## config.mk

```make
export PLATFORM = sky130hd
export DESIGN_NAME = strange_device_bank
export DESIGN_NICKNAME = d
export VERILOG_FILES = /design/src/rtl/strange_device_bank.sv
export SDC_FILE = /design/constraint.sdc
export NUM_CORES = 1
export LEC_CHECK = 0
export ABC_AREA = 1
export ABC_CLOCK_PERIOD_IN_PS = 1800
export BUFFER_PORTS_ARGS = -buffer_cell sky130_fd_sc_hd__clkbuf_2
export CAP_MARGIN = 10
export CELL_PAD_IN_SITES_DETAIL_PLACEMENT = 1
export CELL_PAD_IN_SITES_GLOBAL_PLACEMENT = 2
export CORE_MARGIN = 5
export CORE_UTILIZATION = 34
export DETAILED_ROUTE_END_ITERATION = 16
export PLACE_DENSITY_LB_ADDON = 0.1
export SETUP_SLACK_MARGIN = 0.3
export SYNTH_ARGS = -nofsm -noshare
export SYNTH_HDL_FRONTEND = slang
export SYNTH_SLANG_ARGS = --single-unit
export TNS_END_PERCENT = 100
```

## constraint.sdc

```tcl
create_clock -name clk -period 1.8 [get_ports clk]
set_clock_uncertainty 0.15 [all_clocks]
set_input_delay 0.36 -clock clk [delete_from_list [all_inputs] [get_ports clk]]
set_output_delay 0.36 -clock clk [all_outputs]
set_load 0.05 [all_outputs]
```

## src/rtl/strange_device_bank.sv

```systemverilog
// strange_device_bank: CHANNELS independent digit-history buffers with
// edge-detected button inputs, per-channel hold/auto-rotate display and a
// shared load-acknowledge indicator.
module strange_device_bank #(
    parameter int CHANNELS      = 4,
    parameter int SEL_WIDTH     = 2,
    parameter int DIGIT_WIDTH   = 7,
    parameter int DEPTH         = 4,
    parameter int DISPLAY_WIDTH = 8,
    parameter int ROTATE_CYCLES = 16,
    parameter int IND_CYCLES    = 8
) (
    input  logic                              clk,
    input  logic                              rst,
    input  logic [SEL_WIDTH-1:0]              device_choice,
    input  logic [DIGIT_WIDTH-1:0]            digit_choice,
    input  logic                              digit_load,
    input  logic                              digit_change,
    input  logic                              mode_change,
    output logic [CHANNELS*DISPLAY_WIDTH-1:0] displays_flattened,
    output logic                              digit_load_indicator,
    output logic [CHANNELS-1:0]               buffer_full
);

    localparam int PW = $clog2(DEPTH);
    localparam int CW = $clog2(DEPTH + 1);
    localparam int RW = $clog2(ROTATE_CYCLES);
    localparam int IW = $clog2(IND_CYCLES + 1);

    typedef enum logic {
        HOLD = 1'b0,
        AUTO = 1'b1
    } mode_t;

    logic [SEL_WIDTH-1:0]   device_choice_q;
    logic [DIGIT_WIDTH-1:0] digit_choice_q;
    logic                   load_q, load_qq;
    logic                   change_q, change_qq;
    logic                   mode_q, mode_qq;

    logic [DIGIT_WIDTH-1:0] buf_mem [CHANNELS][DEPTH];
    logic [PW-1:0]          wr_ptr   [CHANNELS];
    logic [PW-1:0]          disp_ptr [CHANNELS];
    logic [CW-1:0]          count    [CHANNELS];
    logic [RW-1:0]          rot_cnt  [CHANNELS];
    mode_t                  mode     [CHANNELS];
    logic [IW-1:0]          ind_cnt;

    logic                   sel_ok, load_ev, change_ev, mode_ev;
    logic [CHANNELS-1:0]    hit, do_load, chg_eff, do_mode, wrap, do_adv, clr_rot;
    logic [CW-1:0]          ptr_inc  [CHANNELS];
    logic [PW-1:0]          nxt_ptr  [CHANNELS];

    assign sel_ok    = 32'(device_choice_q) < 32'(CHANNELS);
    assign load_ev   = load_q & ~load_qq;
    assign change_ev = change_q & ~change_qq;
    assign mode_ev   = mode_q & ~mode_qq;

    // Per-channel event decode; change uses the pre-load count and wins over the auto wrap
    always_comb begin
        hit     = '0;
        do_load = '0;
        chg_eff = '0;
        do_mode = '0;
        wrap    = '0;
        do_adv  = '0;
        clr_rot = '0;
        for (int unsigned c = 0; c < CHANNELS; c++) begin
            ptr_inc[c] = '0;
            nxt_ptr[c] = '0;
        end
        for (int unsigned c = 0; c < CHANNELS; c++) begin
            hit[c]     = sel_ok && (32'(device_choice_q) == c);
            do_load[c] = hit[c] && load_ev && (count[c] != CW'(DEPTH));
            chg_eff[c] = hit[c] && change_ev && (count[c] != '0);
            do_mode[c] = hit[c] && mode_ev;
            wrap[c]    = (mode[c] == AUTO) && (rot_cnt[c] == RW'(ROTATE_CYCLES - 1));
            do_adv[c]  = chg_eff[c] || (wrap[c] && (count[c] > CW'(1)));
            clr_rot[c] = chg_eff[c] || do_mode[c] || (mode[c] == HOLD) || wrap[c];
            ptr_inc[c] = CW'(disp_ptr[c]) + CW'(1);
            nxt_ptr[c] = (ptr_inc[c] >= count[c]) ? '0 : disp_ptr[c] + PW'(1);
        end
    end

    // Input capture, per-channel buffer/pointer/mode state and indicator timer
    always_ff @(posedge clk or negedge rst) begin
        if (!rst) begin
            device_choice_q <= '0;
            digit_choice_q  <= '0;
            load_q          <= 1'b0;
            load_qq         <= 1'b0;
            change_q        <= 1'b0;
            change_qq       <= 1'b0;
            mode_q          <= 1'b0;
            mode_qq         <= 1'b0;
            ind_cnt         <= '0;
            for (int unsigned c = 0; c < CHANNELS; c++) begin
                for (int unsigned e = 0; e < DEPTH; e++) begin
                    buf_mem[c][e] <= '0;
                end
                wr_ptr[c]   <= '0;
                disp_ptr[c] <= '0;
                count[c]    <= '0;
                rot_cnt[c]  <= '0;
                mode[c]     <= HOLD;
            end
        end else begin
            device_choice_q <= device_choice;
            digit_choice_q  <= digit_choice;
            load_q          <= digit_load;
            load_qq         <= load_q;
            change_q        <= digit_change;
            change_qq       <= change_q;
            mode_q          <= mode_change;
            mode_qq         <= mode_q;

            if (|do_load) begin
                ind_cnt <= IW'(IND_CYCLES);
            end else if (ind_cnt != '0) begin
                ind_cnt <= ind_cnt - IW'(1);
            end

            for (int unsigned c = 0; c < CHANNELS; c++) begin
                if (do_load[c]) begin
                    buf_mem[c][wr_ptr[c]] <= digit_choice_q;
                    wr_ptr[c]             <= wr_ptr[c] + PW'(1);
                    count[c]              <= count[c] + CW'(1);
                end
                if (do_adv[c]) begin
                    disp_ptr[c] <= nxt_ptr[c];
                end
                rot_cnt[c] <= clr_rot[c] ? '0 : rot_cnt[c] + RW'(1);
                if (do_mode[c]) begin
                    mode[c] <= (mode[c] == HOLD) ? AUTO : HOLD;
                end
            end
        end
    end

    // Output decode from registered state
    always_comb begin
        displays_flattened   = '0;
        buffer_full          = '0;
        digit_load_indicator = (ind_cnt != '0);
        for (int unsigned c = 0; c < CHANNELS; c++) begin
            buffer_full[c] = (count[c] == CW'(DEPTH));
            if (count[c] != '0) begin
                displays_flattened[c*DISPLAY_WIDTH + DISPLAY_WIDTH - 1] = 1'b1;
                displays_flattened[c*DISPLAY_WIDTH +: DIGIT_WIDTH]      = buf_mem[c][disp_ptr[c]];
            end
        end
    end

endmodule

```

-- After elaboration in Yosys (flattened, before gate mapping)
Cells that the tools add are included.
- equal/unequal tests: 15
- reductions and logical operators: 56
- magnitude comparators: 20
- mux-type cells: 42
- add/subtract/negate cells: 21
- bitwise logic cells: 18
- operators with widths (kind ; number):
    $bwmux W28 ; 4
    $mux W7 ; 12
    $bmux W7 S2 ; 4
    $demux W7 S2 ; 4
    $logic_and A1 B1 Y1 ; 32
    $mux W8 ; 4
    $ge A3 B3 Y1 const B ; 8
    $mux W4 ; 6
    $not A2 Y3 ; 8
    $add A2 B1 Y2 const B ; 8
    $add A4 B1 Y4 const B ; 4
    $eq A4 B4 Y1 const B ; 4
    $logic_or A1 B1 Y1 ; 16
    $add A2 B1 Y3 const B ; 4
    $add A3 B1 Y3 const B ; 4
    $eq A3 B3 Y1 const B ; 4
    $ge A3 B3 Y1 ; 4
    $gt A3 B1 Y1 const B ; 4
    $lt A3 B1 Y1 const B ; 4
    $ne A3 B3 Y1 const B ; 4
    $reduce_bool A3 Y1 ; 4
    $mux W2 ; 4
    $not A1 Y1 ; 7
    $eq A2 B2 Y1 const B ; 2
    other kinds (8) ; 13
- bits in registers: 179
- output and inout bits: 37
- logic and storage cells: 217

-- Longest topological paths before layout
Gate-level depths: netlist of the first run.
- depth after elaboration: 8
- gate-level depth with buffers: 10
- mapped depth without buffers: 8

-- Worst setup path after synthesis of the first run
OpenSTA, ideal clock, no wires.
- path kind: reg2out
- from: register count[9] in the netlist's numbering
- to: output displays_flattened[0]
- data arrival time: 2034 ps
- buffers on the path: 0
- stages on the path, launching flop included: 6
- slack: -744 ps
- path through: dfrtp_1 > inv_1 > ha_1 > nand2_1 > inv_1 > a21oi_1
- cells in the longest elaborated chain, start to end: 2
- ends and longest elaborated chain (item ; RTL line ; RTL):
    start, declared ; 44 ; logic [CW-1:0] count [CHANNELS];
    start signal, assigned by index ; 127 ; count[c] <= count[c] + CW'(1);
    $reduce_bool A3 Y1 ; 147 ; if (count[c] != '0) begin
    $mux W8 ; 147 ;
    end, declared ; 20 ; output logic [CHANNELS*DISPLAY_WIDTH-1:0] displays_flattened,
No other way between the ends.

-- Worst setup path after layout of the first run
- from: register disp_ptr[2] in the netlist's numbering
- to: output displays_flattened[18]
- cells in the longest elaborated chain, start to end: 5
- ends and longest elaborated chain (item ; RTL line ; RTL):
    start, declared ; 43 ; logic [PW-1:0] disp_ptr [CHANNELS];
    start signal, assigned by index ; 130 ; disp_ptr[c] <= nxt_ptr[c];
    $not A2 Y3 (implied by the code) ; 149 ; displays_flattened[c*DISPLAY_WIDTH +: DIGIT_WIDTH] = buf_mem[c][disp_ptr[c]];
    $bmux W7 S2 ; 149 ;
    $mux W7 (implied by the code) (2 in a row) ; 149 ;
    $mux W8 ; 147 ;
No other way between the ends. The select of a mux whose other input is x is not followed.

==> results of run 1 <==
-- worst paths after layout --
check                             from                      to  slack [ns]  cells after the start
min in group clk                mode_q                 mode_qq        0.23                      0
hold reg to reg                 mode_q                 mode_qq        0.23                      0
max in group asynchronous          rst             disp_ptr[0]        0.69                      3
hold / removal                     rst             rot_cnt[13]        0.22                      2
setup / recovery           disp_ptr[2]  displays_flattened[18]       -0.38                      6
setup reg to reg              count[3]             buf_mem[31]       -0.19                     12
-- layout make-up --
| class | count | share of cell area [%] |
|---|---|---|
| tap | 335 | 3.01 |
| clock buffer | 18 | 3.08 |
| multi-input combinational | 702 | 38.6 |
| clock inverter | 12 | 0.889 |
| inverter | 107 | 3.20 |
| sequential | 179 | 32.2 |
| timing repair buffer | 210 | 19.1 |
-- through the flow --
| stage | total power, W | setup TNS (ns) | util (%) | hold WS (ns) |
|---|---|---|---|---|
| after detailed placement | 0.0197 | -2.04 | 41.5 | 0.122 |
| after floorplan | 0.0150 | -3.56 | - | -0.0856 |
| final | 0.0280 | -19.28 | 53.9 | 0.222 |
| after global placement | 0.0195 | -1.43 | 41.5 | 0.127 |
| after CTS | 0.0264 | -14.05 | 49.6 | 0.220 |
| after global routing | 0.0298 | -33.01 | 53.9 | 0.223 |
-- sequential cells by signal, indices dropped and copies added (netlist names) --
register	flops
buf_mem	112
change_q	1
change_qq	1
count	12
device_choice_q	2
digit_choice_q	7
disp_ptr	8
ind_cnt	4
load_q	1
load_qq	1
mode	4
mode_q	1
mode_qq	1
rot_cnt	16
wr_ptr	8
-- power groups by stage --
| stage | logic (W) | registers (W) | clock network [W] |
|---|---|---|---|
| finish | 0.0175 | 0.00689 | 0.00367 |
| global route | 0.0188 | 0.00708 | 0.00393 |
| CTS | 0.0159 | 0.00674 | 0.00377 |
| detailed placement | 0.0131 | 0.00665 | 0 |
| global placement | 0.0129 | 0.00662 | 0 |
| floorplan | 0.00866 | 0.00633 | 0 |
-- kinds of logic after synthesis --
group / count (synthesis) / synth area share, %
simple gates: 384 / 18.6
compound gates: 238 / 14.0
flops: 179 / 50.6
buf+inv: 148 / 7.42
fa+ha+maj: 50 / 7.07
xor+xnor: 23 / 2.28
-- per-layer routing --
layer | vias to the layer above | wire length [um] | global-route usage (%)
li1 | 3717 | - | -
met1 | 3832 | 12600 | 24.7
met2 | 51 | 14800 | 33.3
met3 | 22 | 349 | 2.28
met4 | 0 | 289 | 4.34
met5 | - | 0 | 0
-- what timing repair did --
| action | CTS | global route |
|---|---|---|
| resized for setup | 250 | 232 |
| cloned | 8 | 6 |
| hold buffers | 13 | 0 |
| endpoints found under the hold margin | 111 | 0 |
| pin swaps | 48 | 75 |
| setup endpoints to repair | 187 | 197 |
| buffers inserted | 40 | 30 |
-- placed cells by master, fill, tap and decap left out, drive strengths merged --
master       count
nor2           114
bufinv           1
o21ai          175
dfrtp          179
nand3           47
dlygate4sd3     13
clkinvlp        12
xnor2            8
clkbuf          41
a21oi           63
nand2          228
clkinv           3
xor2            15
buf            174
nand4            2
inv            103
ha              50
==> results.py, run 1 <==
metrics = {
    "place": {
        "hpwl_um": 17100,
        "placed_area_um2": 10700,
        "pre_cts_ws_ns": -0.0801,
        "numPortBuffers": 50,
        "dp.cells": 1436,
        "routabilityCongestion": 0.733,
    },
    "clock_network": {
        "tritoncts": "done",
        "cts_root_buffer": "clkbuf_16",
        "clock_latency_ns": 0.43,
        "cts.clk_slew.worst_paths_ns": 0.07,
        "htree_levels": 4,
        "cts_sinks": 179,
        "cts_buffers": 17,
        "clk_path_buf_depth": 2,
    },
    "floorplanning": {
        "io_pins": 51,
        "start_util_pct": 34.2,
        "fp.dieH_um": 171,
        "rows": 59,
        "coreArea_um2": 25800,
        "die_x_um": 171,
        "dieArea_um2": 29400,
    },
    "synthesis": {
        "synth_cells": 1022,
        "synth-seq-cells": 179,
        "synth_area_leaders": "dfrtp_1, nand2_1, ha_1",
        "yosys_warnings": 0,
        "syn-cell-area_um2": 8850,
        "synth_cell_types": 25,
        "yosysMostFrequentCell": "nand2_1",
        "yosys.area.top_type_share_pct": 50.6,
        "ys.flop_type": "dfrtp_1",
        "synth_edf_count": 0,
        "syn_avg_cell_area_um2": 8.66,
        "seq_area_frac_synth_pct": 50.6,
        "yosysTopAreaCell": "dfrtp_1",
        "syn_nets": 1086,
        "synthArstFlopShare_pct": 100,
        "synthTopCellsByCount": "nand2_1, dfrtp_1, inv_1, nor2_1, o21ai_1",
    },
    "sta": {
        "setup_ws_ns": -0.381,
        "fmaxAchievable_mhz": 459,
        "post-route-period-util_pct": 121,
        "slew-limit-headroom_pct": 63.6,
        "hold_violations": 0,
        "maxSlewViolCount": 0,
        "min_period_ns": 2.18,
        "tightest_slew_ns": 0.545,
        "rsz0062_at_grt": "true",
        "setup_violations": 145,
    },
    "drt": {
        "route.vias.total": 7622,
        "dr.pass1.iters": 4,
        "ant_nets": 0,
        "drt-vias-per-instance": 4.88,
        "first_iter_violations": 276,
        "post_drt_wl_per_cell_um": 17.9,
        "post-route-drc-count": 0,
        "routed_wl_um": 28000,
    },
    "power": {
        "p_leak_nw": 6.22,
        "vdd_ir_drop_max_v": 0.00157,
        "swShare_pct": 44.1,
        "power.density_nw_per_um2": 2010,
        "combPwrFrac_pct": 62.3,
        "p_int_w": 0.0156,
        "p_sw_w": 0.0124,
        "seqPwrFrac_pct": 24.6,
        "clkPwrFrac_pct": 13.1,
    },
    "critical_path": {
        "path_cells": "inv_2 > buf_12 > a21oi_1 > o21ai_2 > a21oi_4 > buf_12",
        "end_kind": "output port",
        "crit_type": "reg -> out",
        "cp.required_ns": 1.29,
        "path_delay_family": "compound AO/OA/AOI/OAI gates",
        "cp_max_fo": 14,
        "cp.arrival_ns": 1.67,
        "cp-start-kind": "flop",
        "max_stage_delay_ns": 0.43,
        "path_buf_inv": 3,
        "slowest_stage": "dfrtp_2",
        "crit_path_frequent_cell": "buf_12",
    },
    "finish": {
        "ff_latch_area_um2": 4480,
        "nets": 1281,
        "final_cells": 1563,
        "drive_gt1_share_pct": 45.2,
        "multi_input_area_um2": 5380,
        "fill_cells": 2796,
        "design_area_um2": 13900,
        "syn2layout_area_growth_pct": 57.5,
        "diodes": 0,
    },
    "global_route": {
        "antenna_found_initial": 0,
        "grt_use_total_pct": 18.8,
        "grt_max_degree": 50,
        "grt_overflow": 0,
        "grt_pass1_wl_um": 43400,
        "grt_pass1_vias": 8000,
    },
    "job": {
        "maxCapViolCount": 0,
    },
    "run_status": {
        "failed_checks": "setup timing",
        "status": "complete, but fails checks",
    },
    "min_path": {
        "hp-class": "in -> async",
    },
}
No activity file was read; power rests on OpenSTA's default activity.
==> run 2: changes to the inputs <==
Settings changed: CORE_ASPECT_RATIO set to 1.2.
==> run 2 against run 1 <==
- the flow still finishes with violations (setup timing)
- sequential cell count stayed put
- core utilization is 2.0 points higher
- via count is 2.3% higher
- die area hardly changed
==> results.py, run 2 (same netlist as run 1, synthesis figures left out) <==
metrics = {
    "run_status": {
        "status": "complete, but fails checks",
        "failed_checks": "setup timing",
    },
    "global_route": {
        "grt_overflow": 0,
        "grt_pass1_wl_um": 45900,
        "grt_max_degree": 40,
        "grt_pass1_vias": 8590,
        "antenna_found_initial": 0,
        "grt_use_total_pct": 19.7,
    },
    "finish": {
        "final_cell_mix": "dfrtp_1, nand2_1, buf_4",
        "reg_top3": "buf_mem x112, rot_cnt x16, count x12",
        "design_area_um2": 14300,
        "nets": 1304,
        "syn2layout_area_growth_pct": 62.0,
        "utilization_pct": 55.9,
        "top_register": "buf_mem",
        "largest_register_ff_count": 112,
        "drive_gt1_share_pct": 48.0,
        "final_cells": 1583,
        "diodes": 0,
        "layout_commonest_cell": "dfrtp_1",
    },
    "sta": {
        "fmaxAchievable_mhz": 443,
        "min_period_ns": 2.26,
        "tns_ns": -27.41,
        "hold_violations": 0,
        "setup_violations": 136,
        "slew-limit-headroom_pct": 66.3,
        "maxSlewViolCount": 0,
        "setup_ws_ns": -0.458,
        "tightest_slew_ns": 0.505,
        "post-route-period-util_pct": 125,
        "rsz0062_at_grt": "true",
    },
    "critical_path": {
        "worstSetupEndpoint": "displays_flattened[8]",
        "max_stage_delay_ns": 0.37,
        "path_delay_family": "buffers and inverters",
        "crit_path_frequent_cell": "buf_12",
        "crit_type": "reg -> out",
        "r2r_setup_slack_ns": -0.36,
        "end_kind": "output port",
        "cp.arrival_ns": 1.75,
        "reg2reg_depth": 14,
        "path_buf_inv": 4,
        "worst-path-stages": 7,
        "path_cells": "inv_2 > ha_4 > nand2_8 > clkinvlp_4 > buf_12 > a21oi_4 > buf_12",
        "cp-start-kind": "flop",
        "r2r-end": "buf_mem[83]",
        "cp-startpoint": "count[6]",
        "r2r_start": "count[6]",
        "slowest_stage": "dfrtp_1",
        "cp_max_fo": 6,
        "cp.required_ns": 1.29,
    },
    "clock_network": {
        "tritoncts": "done",
        "cts.clk_slew.worst_paths_ns": 0.07,
        "cts_root_buffer": "clkbuf_16",
        "clock_latency_ns": 0.44,
        "cts_buffers": 17,
        "cts_sinks": 179,
        "clk_path_buf_depth": 2,
        "htree_levels": 4,
    },
    "drt": {
        "ant_nets": 0,
        "routed_wl_um": 29100,
        "dr.pass1.iters": 4,
        "route.vias.total": 7795,
        "drt-vias-per-instance": 4.92,
        "post_drt_wl_per_cell_um": 18.4,
        "first_iter_violations": 216,
        "post-route-drc-count": 0,
    },
    "place": {
        "hpwl_um": 17600,
        "numPortBuffers": 50,
        "dp.cells": 1440,
        "routabilityCongestion": 0.752,
        "placed_area_um2": 10800,
    },
    "floorplanning": {
        "dieArea_um2": 29400,
        "rows": 64,
        "io_pins": 51,
        "start_util_pct": 34.5,
        "fp.dieH_um": 187,
        "die_x_um": 157,
        "coreArea_um2": 25600,
    },
    "power": {
        "p_int_w": 0.0160,
        "vdd_ir_drop_max_v": 0.00165,
        "seqPwrFrac_pct": 24.2,
        "power_w": 0.0286,
        "p_sw_w": 0.0126,
        "power.density_nw_per_um2": 2000,
        "p_leak_nw": 6.46,
        "swShare_pct": 43.9,
        "combPwrFrac_pct": 62.2,
        "clkPwrFrac_pct": 13.6,
    },
    "min_path": {
        "hp-class": "reg -> reg",
    },
    "job": {
        "maxCapViolCount": 0,
    },
}
-- run 2: cell count changes in the layout (fill, tap and decap cells not counted), sizes merged --
cell      delta
clkbuf       -3
bufinv       +1
buf         +25
inv          +3
clkinvlp     -1
-- run 2: worst register-to-register path, delay by kind of cell, from the launching register on --
family                     cells  cell delay (ns)
AOI/OAI and AO/OA              1             0.05
and+or+nand+nor                5             0.44
DFF                            1             0.37
adders and majority gates      1             0.19
buffers and inverters          7             0.84
-- run 2: how the worst min path moves through the flow --
stage / end / slack [ns] / cells past startpoint / start
finish: change_qq / 0.23 / 0 / change_q
global route: change_qq / 0.24 / 0 / change_q
CTS: mode_qq / 0.23 / 0 / mode_q
detailed placement: ind_cnt[2] / 0.17 / 1 / rst
global placement: ind_cnt[1] / 0.18 / 1 / rst
floorplan: buf_mem[0] / -0.09 / 0 / rst
-- run 2: power by group through the flow --
stage / sequential, W / clock (W) / combinational [W]
final: 0.00692 / 0.00389 / 0.0178
after global routing: 0.00713 / 0.00415 / 0.0191
after CTS: 0.00679 / 0.00398 / 0.0163
after detailed placement: 0.00666 / 0 / 0.0134
after global placement: 0.00663 / 0 / 0.0132
after floorplan: 0.00633 / 0 / 0.00866
-- run 2: stage by stage --
stage	hold WS (ns)	setup WS (ns)
2_1_floorplan	-0.0856	-0.127
3_3_place_gp	0.178	-0.0541
3_5_place_dp	0.173	-0.0677
4_1_cts	0.234	-0.487
5_1_grt	0.244	-0.518
6_report	0.227	-0.458
-- run 2: final cells by class --
cell class,count,area [um2]
tap,330,413
inverter,107,443
fill,2752,11300
clock buffer,18,429
sequential,179,4490
timing repair inverter,1,7.51
multi-input combinational,702,5530
timing repair buffer,232,2850
clock inverter,14,166
-- run 2: repair_timing --
item | in CTS | in global routing
buffers inserted | 57 | 26
resized for setup | 312 | 182
cloned | 15 | 0
pin swaps | 39 | 66
hold buffers | 13 | 0
setup endpoints to repair | 188 | 196
hold endpoints to repair | 41 | 0
-- run 2: per-layer routing --
metal	up-vias	track usage, %	routed length (um)
met1	3926	23.7	11900
met4	0	5.79	688
li1	3740	-	-
met3	44	2.27	472
met2	85	36.4	16000
met5	-	0	0
==> run 3: changes to the inputs <==
Settings changed: ABC_AREA 1 to not set, CORE_UTILIZATION 34 to 39, SLEW_MARGIN set to 0.
==> run 3 against run 2 <==
- the flow still finishes with violations (setup timing)
- sequential cell count stayed put
- sequential power down 0.9%
- final cell count is 30% lower
- largest power group unchanged
- highest routed layer unchanged
==> results.py, run 3 <==
metrics = {
    "critical_path": {
        "path_delay_family": "multiplexers",
        "r2r_start": "count[0]",
        "path_buf_inv": 2,
        "cp.required_ns": 1.29,
        "r2r_setup_slack_ns": -0.20,
        "cp_max_fo": 7,
        "path_cells": "buf_12 > mux4_2 > nor2b_4 > buf_8",
        "crit_type": "reg -> out",
        "end_kind": "output port",
        "max_stage_delay_ns": 0.50,
        "r2r-end": "buf_mem[6]",
        "cp-start-kind": "flop",
        "slowest_stage": "mux4_2",
        "cp.arrival_ns": 1.78,
        "reg2reg_depth": 9,
    },
    "floorplanning": {
        "coreArea_um2": 21700,
        "io_pins": 51,
        "start_util_pct": 39.5,
        "fp.dieH_um": 172,
        "dieArea_um2": 25100,
        "die_x_um": 145,
        "rows": 59,
    },
    "sta": {
        "tightest_slew_ns": 0.599,
        "rsz0062_at_grt": "true",
        "fmaxAchievable_mhz": 437,
        "slew-limit-headroom_pct": 60.1,
        "maxSlewViolCount": 0,
        "min_period_ns": 2.29,
        "setup_ws_ns": -0.487,
        "post-route-period-util_pct": 127,
        "tns_ns": -27.15,
        "setup_violations": 168,
        "hold_violations": 0,
    },
    "synthesis": {
        "yosys_warnings": 0,
        "synth_area_leaders": "dfrtp_1, mux2_2, mux4_2",
        "synth_edf_count": 0,
        "ys.flop_type": "dfrtp_1",
        "yosys.area.top_type_share_pct": 52.2,
        "syn-cell-area_um2": 8580,
        "synth_cells": 640,
        "seq_area_frac_synth_pct": 52.2,
        "syn_avg_cell_area_um2": 13.4,
        "synth-seq-cells": 179,
        "yosysMostFrequentCell": "dfrtp_1",
        "synthArstFlopShare_pct": 100,
        "yosysTopAreaCell": "dfrtp_1",
        "synth_cell_types": 41,
        "syn_nets": 704,
        "synthTopCellsByCount": "dfrtp_1, mux2_2, ha_1, inv_1, nor2b_1",
    },
    "finish": {
        "reg_top3": "buf_mem x112, rot_cnt x16, count x12",
        "drive_gt1_share_pct": 59.6,
        "nets": 880,
        "top_register": "buf_mem",
        "final_cell_mix": "dfrtp_1, mux2_2, buf_4",
        "diodes": 0,
        "design_area_um2": 12800,
        "largest_register_ff_count": 112,
        "layout_commonest_cell": "dfrtp_1",
        "syn2layout_area_growth_pct": 49.2,
    },
    "power": {
        "power_w": 0.0248,
        "power.density_nw_per_um2": 1940,
        "vdd_ir_drop_max_v": 0.00136,
        "p_leak_nw": 5.95,
    },
    "drt": {
        "route.vias.total": 5622,
        "drt-vias-per-instance": 5.10,
        "dr.pass1.iters": 4,
        "post-route-drc-count": 0,
        "first_iter_violations": 141,
        "post_drt_wl_per_cell_um": 19.4,
        "routed_wl_um": 21400,
        "ant_nets": 0,
    },
    "job": {
        "maxCapViolCount": 0,
    },
    "run_status": {
        "failed_checks": "setup timing",
        "status": "complete, but fails checks",
    },
    "global_route": {
        "grt_max_degree": 44,
        "grt_use_total_pct": 17.7,
        "grt_pass1_wl_um": 35300,
        "grt_overflow": 0,
        "antenna_found_initial": 0,
        "grt_pass1_vias": 6510,
    },
    "clock_network": {
        "htree_levels": 4,
        "clock_latency_ns": 0.45,
        "cts_sinks": 179,
        "tritoncts": "done",
        "clk_path_buf_depth": 2,
        "cts_buffers": 17,
        "cts.clk_slew.worst_paths_ns": 0.08,
        "cts_root_buffer": "clkbuf_16",
    },
    "place": {
        "hpwl_um": 14000,
        "numPortBuffers": 50,
        "routabilityCongestion": 0.747,
        "placed_area_um2": 10200,
    },
    "min_path": {
        "hp-class": "in -> async",
    },
}
run 3: cell count changes in the layout (fill, tap and decap cells not counted), sizes merged, moves of 13 or more:
cell   before  now
nand2     228   29
o21ai     175   18
mux2        0  112
nor2      114   17
inv       106   44
a21oi      63   13
buf       199  150
nand3      47    1
nor2b       0   39
mux4        0   28
xor2       15    1
xnor2       8   21
run 3: timing repair:
action | in CTS | in global routing
endpoints found under the setup margin | 195 | 198
hold endpoints to repair | 171 | 0
hold buffers | 13 | 0
pin swaps | 40 | 21
resized for setup | 227 | 74
buffers inserted | 35 | 18
gates cloned | 1 | 0
run 3: cell families after synthesis:
family,synth area share (%)
flip-flops,52.2
AO/OA/AOI/OAI,3.24
buffers and inverters,3.12
AND/OR/NAND/NOR,8.92
adder cells (fa/ha/maj),7.29
multiplexers,23.0
XOR/XNOR,2.25
run 3: final cells by class:
type / count / area (um2)
Clock buffer: 17 / 425
Clock inverter: 15 / 180
Fill cell: 2030 / 8900
Inverter: 41 / 169
Multi-Input combinational cell: 395 / 4970
Sequential cell: 179 / 4480
Tap cell: 274 / 343
Timing Repair Buffer: 182 / 2230
run 3: how the worst max path moves through the flow:
stage / from / to / cells after the start
global placement: device_choice_q[0] / buf_mem[85] / 6
finish: disp_ptr[0] / displays_flattened[30] / 4
CTS: disp_ptr[2] / displays_flattened[21] / 4
detailed placement: device_choice_q[0] / buf_mem[85] / 6
floorplan: count[6] / ind_cnt[3] / 6
global route: disp_ptr[0] / displays_flattened[30] / 4
run 3: layer usage:
layer,global-route usage (%),vias up,routed length (um)
met4,4.75,0,275
met1,20.6,2965,8720
met5,0,-,0
met2,33.5,48,11900
li1,-,2589,-
met3,3.20,20,461
run 3: where the power goes:
| part | total, W | leakage [nW] | internal (W) | switching [W] |
|---|---|---|---|---|
| Sequential | 0.00686 | 2.28 | 0.00569 | 0.00117 |
| Combinational | 0.0142 | 3.37 | 0.00767 | 0.00652 |
| Clock | 0.00379 | 0.295 | 0.00189 | 0.00190 |
| Total | 0.0248 | 5.95 | 0.0152 | 0.00959 |
run 3: metrics by stage:
| step | instances | setup WS (ns) | hold slack (ns) | utilization (%) |
|---|---|---|---|---|
| 2_1_floorplan | 640 | -0.171 | -0.0856 | - |
| 5_1_grt | 1103 | -0.565 | 0.239 | 59.0 |
| 3_3_place_gp | 1004 | -0.257 | 0.0999 | 47.0 |
| 6_report | 1103 | -0.487 | 0.206 | 59.0 |
| 4_1_cts | 1085 | -0.545 | 0.200 | 57.0 |
| 3_5_place_dp | 1004 | -0.259 | 0.109 | 47.0 |
run 3: worst reg2reg max path: stages, from the launching register on:
cell,delay [ns]
dfrtp_1,0.39
inv_2,0.06
ha_4,0.16
buf_6,0.10
and2_4,0.16
nor3_4,0.20
buf_6,0.19
nand2_4,0.06
buf_12,0.13
mux2_4,0.29
